`config.mk`:
```
export PLATFORM = sky130hd
export DESIGN_NAME = uart_tx
export DESIGN_NICKNAME = d
export VERILOG_FILES = /design/src/rtl/uart_pkg.sv /design/src/rtl/uart_baud_counter.sv /design/src/rtl/uart_tx.sv
export SDC_FILE = /design/constraint.sdc
export NUM_CORES = 1
export LEC_CHECK = 0
export ABC_AREA = 1
export BUFFER_PORTS_ARGS = -buffer_cell sky130_fd_sc_hd__buf_4
export CAP_MARGIN = 20
export CORE_MARGIN = 2
export CORE_UTILIZATION = 50
export CTS_CLUSTER_DIAMETER = 60
export DETAILED_ROUTE_END_ITERATION = 6
export PLACE_DENSITY = 0.73
export SYNTH_ARGS = -nofsm -noshare
export SYNTH_HDL_FRONTEND = slang
export SYNTH_HIERARCHICAL = 1
export SYNTH_SLANG_ARGS = --single-unit
```
`constraint.sdc`:
```
create_clock -name clk_i -period 1.7 [get_ports clk_i]
set_input_delay 0 -clock clk_i [delete_from_list [all_inputs] [get_ports clk_i]]
set_output_delay 0 -clock clk_i [all_outputs]
set_load 0.05 [all_outputs]
```
`src/rtl/uart_pkg.sv`:
```
// uart_pkg: shared UART state encoding and line levels.
package uart_pkg;
    typedef enum logic [2:0] {IDLE, LOAD, START, DATA, STOP} uart_tx_state_t;
    localparam logic UART_IDLE_LEVEL  = 1'b1;
    localparam logic UART_START_LEVEL = 1'b0;
endpackage

```
`src/rtl/uart_baud_counter.sv`:
```
// uart_baud_counter: counts 0..div and pulses tick on the last count of each bit period.
module uart_baud_counter #(
    parameter int DIV_WIDTH = 16
) (
    input  logic                 clk_i,
    input  logic                 rst_ni,
    input  logic                 clear_i,
    input  logic                 en_i,
    input  logic [DIV_WIDTH-1:0] div_i,
    output logic                 tick_o
);
    logic [DIV_WIDTH-1:0] cnt_q, cnt_d;
    always_comb begin
        tick_o = en_i && (cnt_q == div_i);
        cnt_d  = (clear_i || tick_o) ? '0 : en_i ? cnt_q + DIV_WIDTH'(1) : cnt_q;
    end
    always_ff @(posedge clk_i or negedge rst_ni) begin
        if (!rst_ni) cnt_q <= '0;
        else         cnt_q <= cnt_d;
    end
endmodule

```
`src/rtl/uart_tx.sv`:
```
// uart_tx: pops bytes from the TX fifo and serializes start, LSB-first data and stop bits.
module uart_tx
    import uart_pkg::*;
#(
    parameter int DATA_SIZE = 8,
    parameter int DIV_WIDTH = 16
) (
    input  logic                 clk_i,
    input  logic                 rst_ni,
    input  logic                 tx_en_i,
    input  logic                 nstop_i,
    input  logic [DIV_WIDTH-1:0] div_i,
    input  logic                 fifo_empty_i,
    input  logic [DATA_SIZE-1:0] fifo_rd_data_i,
    output logic                 fifo_rd_en_o,
    output logic                 txd_o,
    output logic                 busy_o
);
    localparam int BW = $clog2(DATA_SIZE);
    localparam logic [BW-1:0] LAST = BW'(DATA_SIZE - 1);
    uart_tx_state_t       state_q, state_d;
    logic [DATA_SIZE-1:0] shift_q, shift_d;
    logic [BW-1:0]        bit_q, bit_d;
    logic [DIV_WIDTH-1:0] div_q, div_d;
    logic                 nstop_q, nstop_d, txd_q, txd_d, clear, tick;
    uart_baud_counter #(.DIV_WIDTH(DIV_WIDTH)) u_baud (
        .clk_i  (clk_i),
        .rst_ni (rst_ni),
        .clear_i(clear),
        .en_i   (busy_o && state_q != LOAD),
        .div_i  (div_q),
        .tick_o (tick)
    );
    always_comb begin
        state_d      = state_q;
        shift_d      = shift_q;
        bit_d        = bit_q;
        div_d        = div_q;
        nstop_d      = nstop_q;
        clear        = 1'b0;
        fifo_rd_en_o = 1'b0;
        case (state_q)
            IDLE: begin
                // gated by reset so the fifo is never popped while held in reset
                fifo_rd_en_o = rst_ni && tx_en_i && !fifo_empty_i;
                state_d      = fifo_rd_en_o ? LOAD : IDLE;
            end
            LOAD: begin
                shift_d = fifo_rd_data_i;
                div_d   = div_i;
                nstop_d = nstop_i;
                bit_d   = '0;
                clear   = 1'b1;
                state_d = START;
            end
            START: state_d = tick ? DATA : START;
            DATA: if (tick) begin
                shift_d = shift_q >> 1;
                bit_d   = (bit_q == LAST) ? '0 : bit_q + BW'(1);
                state_d = (bit_q == LAST) ? STOP : DATA;
            end
            STOP: if (tick) begin
                bit_d   = (bit_q == BW'(nstop_q)) ? '0 : bit_q + BW'(1);
                state_d = (bit_q == BW'(nstop_q)) ? IDLE : STOP;
            end
            default: state_d = IDLE;
        endcase
        txd_d = (state_d == START) ? UART_START_LEVEL : (state_d == DATA) ? shift_d[0] : UART_IDLE_LEVEL;
    end
    always_ff @(posedge clk_i or negedge rst_ni) begin
        if (!rst_ni) begin
            state_q <= IDLE;
            shift_q <= '0;
            bit_q   <= '0;
            div_q   <= '0;
            nstop_q <= 1'b0;
            txd_q   <= UART_IDLE_LEVEL;
        end else begin
            state_q <= state_d;
            shift_q <= shift_d;
            bit_q   <= bit_d;
            div_q   <= div_d;
            nstop_q <= nstop_d;
            txd_q   <= txd_d;
        end
    end
    assign txd_o  = txd_q;
    assign busy_o = (state_q != IDLE);
endmodule

```
# ---- Yosys cells after proc, flatten, opt, wreduce, memory -nomap -nowiden
# Index checks and enable logic that the tools add are counted.
dict set report word_totals {
  input_bits 29
  ff_bits 48
  elab_cells 55
  output_inout_bits 3
}
dict set report classes {
  n_reduce_logical 13
  eq_ne 12
  n_mux 20
  addsub 2
}
# op count
set ops {}
lappend ops {{16-bit 2-to-1 mux} 2}
lappend ops {{3-bit 2-to-1 mux} 8}
lappend ops {{16-bit by 1-bit adder with 16-bit output, second input constant} 1}
lappend ops {{16-bit == test} 1}
lappend ops {{8-bit case mux with 2 select lines} 1}
lappend ops {{3-bit case mux with 5 select lines} 1}
lappend ops {{3-bit by 2-bit == test with 1-bit output, second input constant} 4}
lappend ops {{3-bit case mux with 3 select lines} 1}
lappend ops {{8-bit 2-to-1 mux} 1}
lappend ops {{3-bit == test, second input constant} 2}
lappend ops {{1-bit 2-to-1 mux} 6}
lappend ops {{3-bit nonzero test} 2}
lappend ops {{1-bit logical AND} 4}
lappend ops {{2-bit inequality test, second input constant} 2}
lappend ops {{2-bit nonzero test} 2}
lappend ops {{3-bit by 1-bit adder with 3-bit output, second input constant} 1}
lappend ops {{3-bit by 1-bit == test with 1-bit output} 1}
lappend ops {{3-bit by 1-bit == test with 1-bit output, second input constant} 1}
lappend ops {{3-bit logical NOT} 1}
lappend ops {{3-bit by 1-bit inequality test with 1-bit output, second input constant} 1}
lappend ops {{3-bit AND reduction} 1}
lappend ops {{2-bit AND reduction} 1}
lappend ops {{1-bit logical NOT} 1}
lappend ops {{1-bit logical OR} 1}

# ---- Depth between registers and ports, before layout
dict set report depth {
  word_depth 8
  depth_mapped 14
}

# ---- Hierarchy
# Netlist, hierarchy kept.
# mod cells_each area_per_inst_um2 instances seq_area_each_um2
set modules_own_cells {}
lappend modules_own_cells {uart_tx 177 1465.2 1 802.0}
lappend modules_own_cells {uart_baud_counter 217 1273.7 1 400.4}

# ---- Worst setup path before layout
# No wires, ideal clock.
dict set report synth_timing {
  path_kind {register to output}
  start {register state_q[0]}
  end {output fifo_rd_en_o}
  path_stages_with_launch 4
  arrival_time_ps 1628
  path_slack_ps 72
  t_required_ps 1700
  n_path_buf 0
  cell_sequence {dfrtp_1 inv_2 nand2_1 nor2_1}
}
dict set report synth_between {
  elab_chain_len 2
}
# element line_no
set synth_lines {}
lappend synth_lines {{from (decl)} uart_tx.sv:21} ;# uart_tx_state_t state_q, state_d;
lappend synth_lines {{from (signal assigned)} uart_tx.sv:79} ;# state_q <= state_d;
lappend synth_lines {{3-bit logical NOT} uart_tx.sv:42} ;# case (state_q)
lappend synth_lines {{1-bit 2-to-1 mux} uart_tx.sv:42}
lappend synth_lines {{to (decl)} uart_tx.sv:15} ;# output logic fifo_rd_en_o,
# Every way passes these cells.

# ---- Worst setup path in the final report
dict set report layout_timing {
  start {register div_q[8]}
  end {register txd_q, in the netlist txd_o}
}
dict set report layout_between {
  elab_chain_len 7
  elab_cells_between_ends 12
  classes_between {3 x eq/ne; 8 x mux; 1 x reduce/logical}
}
# element line_no
set layout_lines {}
lappend layout_lines {{from (decl)} uart_tx.sv:24} ;# logic [DIV_WIDTH-1:0] div_q, div_d;
lappend layout_lines {{from (signal assigned)} uart_tx.sv:82} ;# div_q <= div_d;
lappend layout_lines {{16-bit == test (*)} uart_baud_counter.sv:14} ;# tick_o = en_i && (cnt_q == div_i);
lappend layout_lines {{1-bit logical AND (*)} uart_baud_counter.sv:14}
lappend layout_lines {{via tick} uart_tx.sv:25} ;# logic nstop_q, nstop_d, txd_q, txd_d, clear, tick;
lappend layout_lines {{3-bit 2-to-1 mux (tied with other cells)} uart_tx.sv:62} ;# STOP: if (tick) begin
lappend layout_lines {{3-bit case mux with 5 select lines (*)} uart_tx.sv:42}
lappend layout_lines {{via state_d[0]} uart_tx.sv:21}
lappend layout_lines {{3-bit by 2-bit == test with 1-bit output} uart_tx.sv:68} ;# txd_d = (state_d == START) ? UART_START_LEVEL : (state_d == DATA) ? shift_d[0] : UART_IDLE_LEVEL;
lappend layout_lines {{1-bit 2-to-1 mux} uart_tx.sv:68}
lappend layout_lines {{1-bit 2-to-1 mux (*)} uart_tx.sv:68}
lappend layout_lines {{via txd_d} uart_tx.sv:25}
lappend layout_lines {{to (signal assigned)} uart_tx.sv:84} ;# txd_q <= txd_d;
lappend layout_lines {{to (decl)} uart_tx.sv:25}
# Mark *: on every way through the listed nets, which the timed path passes. The rest lies on a longest branch. The select of a mux whose other input is x is not followed.
# A chain may end at the register's enable or synchronous reset.

==> results.md <==
- Status: complete, but fails checks
- Failing checks: setup timing
- TritonCTS clock tree: done
- Synth top area share: 42.9%
- Critical Path Sink Type: register
- Synth Cell Area: 2740 sq um
- Clock Power Share: 32.7%
- Port bufs: 31
- Via Count: 2674
- Synth warn: 6
- Worst Path Max Fanout: 8
- Placed Cells: 504
- Reg2reg setup slack: -0.04 ns
- Global placement routability congestion: 0.929
- Adder-cell share of the synthesized area: 1.37%
- Compound-Gate Fraction of Synth Area: 2.56%
- Clock Sinks: 48
- Critical path startpoint category: register
- Critical R2R Capture: txd_o
- Fin. max-slew vios: 0
- VDD IR max: 0.537 mV
- Die W: 78.0 um
- CP Data Required Time: 1.96 ns
- Layout fillers: 401
- Area post-placement: 3140 sq um
- Hold path depth: 3
- Starting Density: 52.6%
- Slew @ Worst Pin: 0.333 ns
- Vias in the first global route: 2504
- Depth of the CTS H-tree: 2
- Final Setup Violations: 4
- Die height: 78.0 um
- Initial DRC Count: 211
- Fin. Hold Viols: 0
- Inserted Clock Buffers: 5
- Part of the power in combinational logic: 17.7%
- Setup Skew: 0.00813 ns
- Pin count of the biggest net entering global routing: 27
- Fraction of layout cells with a size suffix above 1: 19.7%
- Library cells used by synthesis: 26
- RSZ-0062 raised after global routing: true
- Wire per inst: 12.3 um
- Tcrit/Tclk final: 103%
- Post-route cell area: 3670 sq um
- Top FF cell, synth: dfrtp_1
- Core footprint: 5200 sq um
- Die area: 6090 sq um
- Syn nets: 426
- Area Overhead vs Synth: 34.0%
- Drt via density: 4.88
- Grt ovf: 0
- R2R Path Start: div_q[8]
- IO Pins: 32
- Layout Cells excl Fill: 548
- Sw Share: 27.6%
- Synth Area per Inst: 6.95 sq um
- Final WL: 6720 um
- Post-DRT Antenna Nets: 0
- Most common library cells after synthesis: 170 x nand2_1, 50 x inv_1, 47 x dfrtp_1, 38 x nor2_1, 33 x nand3_1
- Fraction of registers with async set/reset: 100%
- DRC Markers: 0
- Simple-Gate Fraction of Synth Area: 40.1%
- Sequential share of the synthesized area: 43.9%
- Pleak: 1.97 nW
- Drt first pass iters: 4
- Post-synth EDFFs: 0
- Std-Cell Rows: 26
- MaxCap Viol Count: 0
- Critical path class: reg -> reg
- Worst hold endpoint: state_q[0]
- Nets: 509
- Cell count after synthesis: 394
- Worst r2r path cells: 12
- Initial antenna violation count: 0
- Largest family of logic cells by synthesized area: simple AND/OR/NAND/NOR gates
- Area leader, netlist: dfrtp_1
- Critical Path Most Common Cell: nand2_1
- Mux share of post-synthesis cell area: 0%
- Max_slew headroom: 77.8%
- Tot GR Track Use: 23.3%
- Pwr Density: 710 nW/um^2
- Clock Latency Late Sink: 0.31 ns
- HP Start: tx_en_i
- Synth Area in XOR/XNOR: 2.24%
- Share of power burned in registers: 49.6%
- HPWL after DPL: 4580 um
- Switching power total: 0.000720 W
- Arrival @ worst endpoint: 2.00 ns
- Diode count: 0
- Clock Path Buffers: 2
- Setup WS post-layout: -0.0443 ns
- Global-route wire length before repair: 11200 um
- Worst Setup SP: div_q[8]
- Area contributors post-synth: dfrtp_1 43%, nand2_1 23%, inv_1 6.9%, nand3_1 6.0%, nor2_1 5.2%
- Min-delay worst type: in -> reg
- Root Driver: clkbuf_8
- Synthesis-stage register bit count: 48
- Tmin final: 1.74 ns
- Slowest-stage cell, CP: dfrtp_1
- Reg clk slew, reported paths: 0.09 ns
- Maximum clock frequency: 573 MHz
- Critical Path Max Stage Delay: 0.43 ns
- Count leader, synth: nand2_1
- Critical-path cell list: xnor2_2, nand3_1, nor2_2, nand3_1, nor2_2, buf_6, inv_2, nand2_1, nand3_2, o21ai_2, nand2_1, nand2_1
- Internal power: 0.00189 W
==> layout by cell type, fill, tap and decap left out <==
| cell type | n |
|---|---|
| o21bai_4 | 1 |
| nand4_1 | 7 |
| buf_4 | 51 |
| nor3_2 | 1 |
| bufinv_16 | 1 |
| buf_12 | 2 |
| dfstp_2 | 1 |
| o21ai_2 | 1 |
| nand2_2 | 5 |
| and3_1 | 1 |
| dfrtp_1 | 47 |
| and2_1 | 1 |
| o21ai_0 | 7 |
| nand3_1 | 28 |
| clkinvlp_4 | 1 |
| xor2_1 | 6 |
| nand3b_1 | 2 |
| inv_6 | 1 |
| a21oi_1 | 3 |
| dlygate4sd3_1 | 27 |
| ha_1 | 3 |
| nor2_1 | 33 |
| inv_4 | 1 |
| buf_6 | 2 |
| xnor2_2 | 1 |
| nand3_2 | 5 |
| inv_2 | 6 |
| o211ai_1 | 1 |
| nor2_8 | 1 |
| nor3_1 | 3 |
| nand2_1 | 167 |
| nor2_2 | 7 |
| inv_1 | 48 |
| nor3_4 | 1 |
| clkbuf_8 | 5 |
==> cell families after synthesis <==
logic type | after synthesis
XOR/XNOR | 7
AO/OA/AOI/OAI | 13
flip-flops | 48
adder cells (fa/ha/maj) | 3
buffers and inverters | 61
AND/OR/NAND/NOR | 262
==> flip-flops by register name, indices dropped and copies added (netlist names) <==
register / count
state_q: 3
txd_o: 1
div_q: 16
bit_q: 3
nstop_q: 1
u_baud/cnt_q: 16
shift_q: 8
==> final cells by class <==
cell class	count	area [sq um]	area share, %
Clock buffer	5	68.8	1.88
Multi-Input combinational cell	285	1340	36.5
Timing Repair Buffer	82	716	19.5
Tap cell	70	87.6	2.39
Sequential cell	48	1200	32.8
Clock inverter	3	46.3	1.26
Inverter	55	209	5.69
==> power by group through the flow <==
stage	sequential, W	combinational (W)	clock, W
2_1_floorplan	0.00130	0.000235	0
3_3_place_gp	0.00131	0.000386	0
3_5_place_dp	0.00131	0.000392	0
4_1_cts	0.00129	0.000438	0.000868
5_1_grt	0.00130	0.000521	0.000909
6_report	0.00129	0.000461	0.000851
==> worst max-delay path: cells and delay by family, from the launching register on <==
family	cells	cell delay [ns]
AO/OA/AOI/OAI	1	0.08
XOR/XNOR	1	0.20
buffers and inverters	2	0.18
flip-flops	1	0.43
AND/OR/NAND/NOR	8	0.80
==> metal layers <==
metal	track usage, %	up-vias	wire (um)
li1	-	1369	-
met1	29.7	1221	2860
met2	40.4	69	3400
met3	3.79	15	280
met4	7.72	0	173
met5	0	-	0
==> worst max-delay path by stage <==
stage,endpoint,slack (ns),cells after the start
6_report,txd_o,-0.04,12
5_1_grt,txd_o,-0.14,12
4_1_cts,shift_q[7],0.002,10
3_5_place_dp,txd_o,0.02,14
3_3_place_gp,txd_o,-0.003,15
2_1_floorplan,fifo_rd_en_o,0.07,3
==> through the flow <==
| step | power [W] | utilization [%] | setup TNS, ns | setup WS (ns) | hold slack (ns) |
|---|---|---|---|---|---|
| 2_1_floorplan | 0.00153 | - | 0 | 0.0722 | -0.296 |
| 3_3_place_gp | 0.00169 | 60.3 | -0.00255 | -0.00255 | -0.0825 |
| 3_5_place_dp | 0.00170 | 60.3 | 0 | 0.0175 | -0.0843 |
| 4_1_cts | 0.00259 | 67.5 | 0 | 0.00246 | 0.00406 |
| 5_1_grt | 0.00273 | 70.5 | -1.11 | -0.136 | 0.0345 |
| 6_report | 0.00261 | 70.5 | -0.0699 | -0.0443 | 0.0192 |
==> what timing repair did <==
action | 4_1_cts | 5_1_grt
gates resized for setup | 0 | 23
hold endpoints to repair | 54 | 1
endpoints found under the setup margin | 0 | 19
setup buffers | 0 | 9
hold buffers | 26 | 1
(Power assumes the default switching activity.)
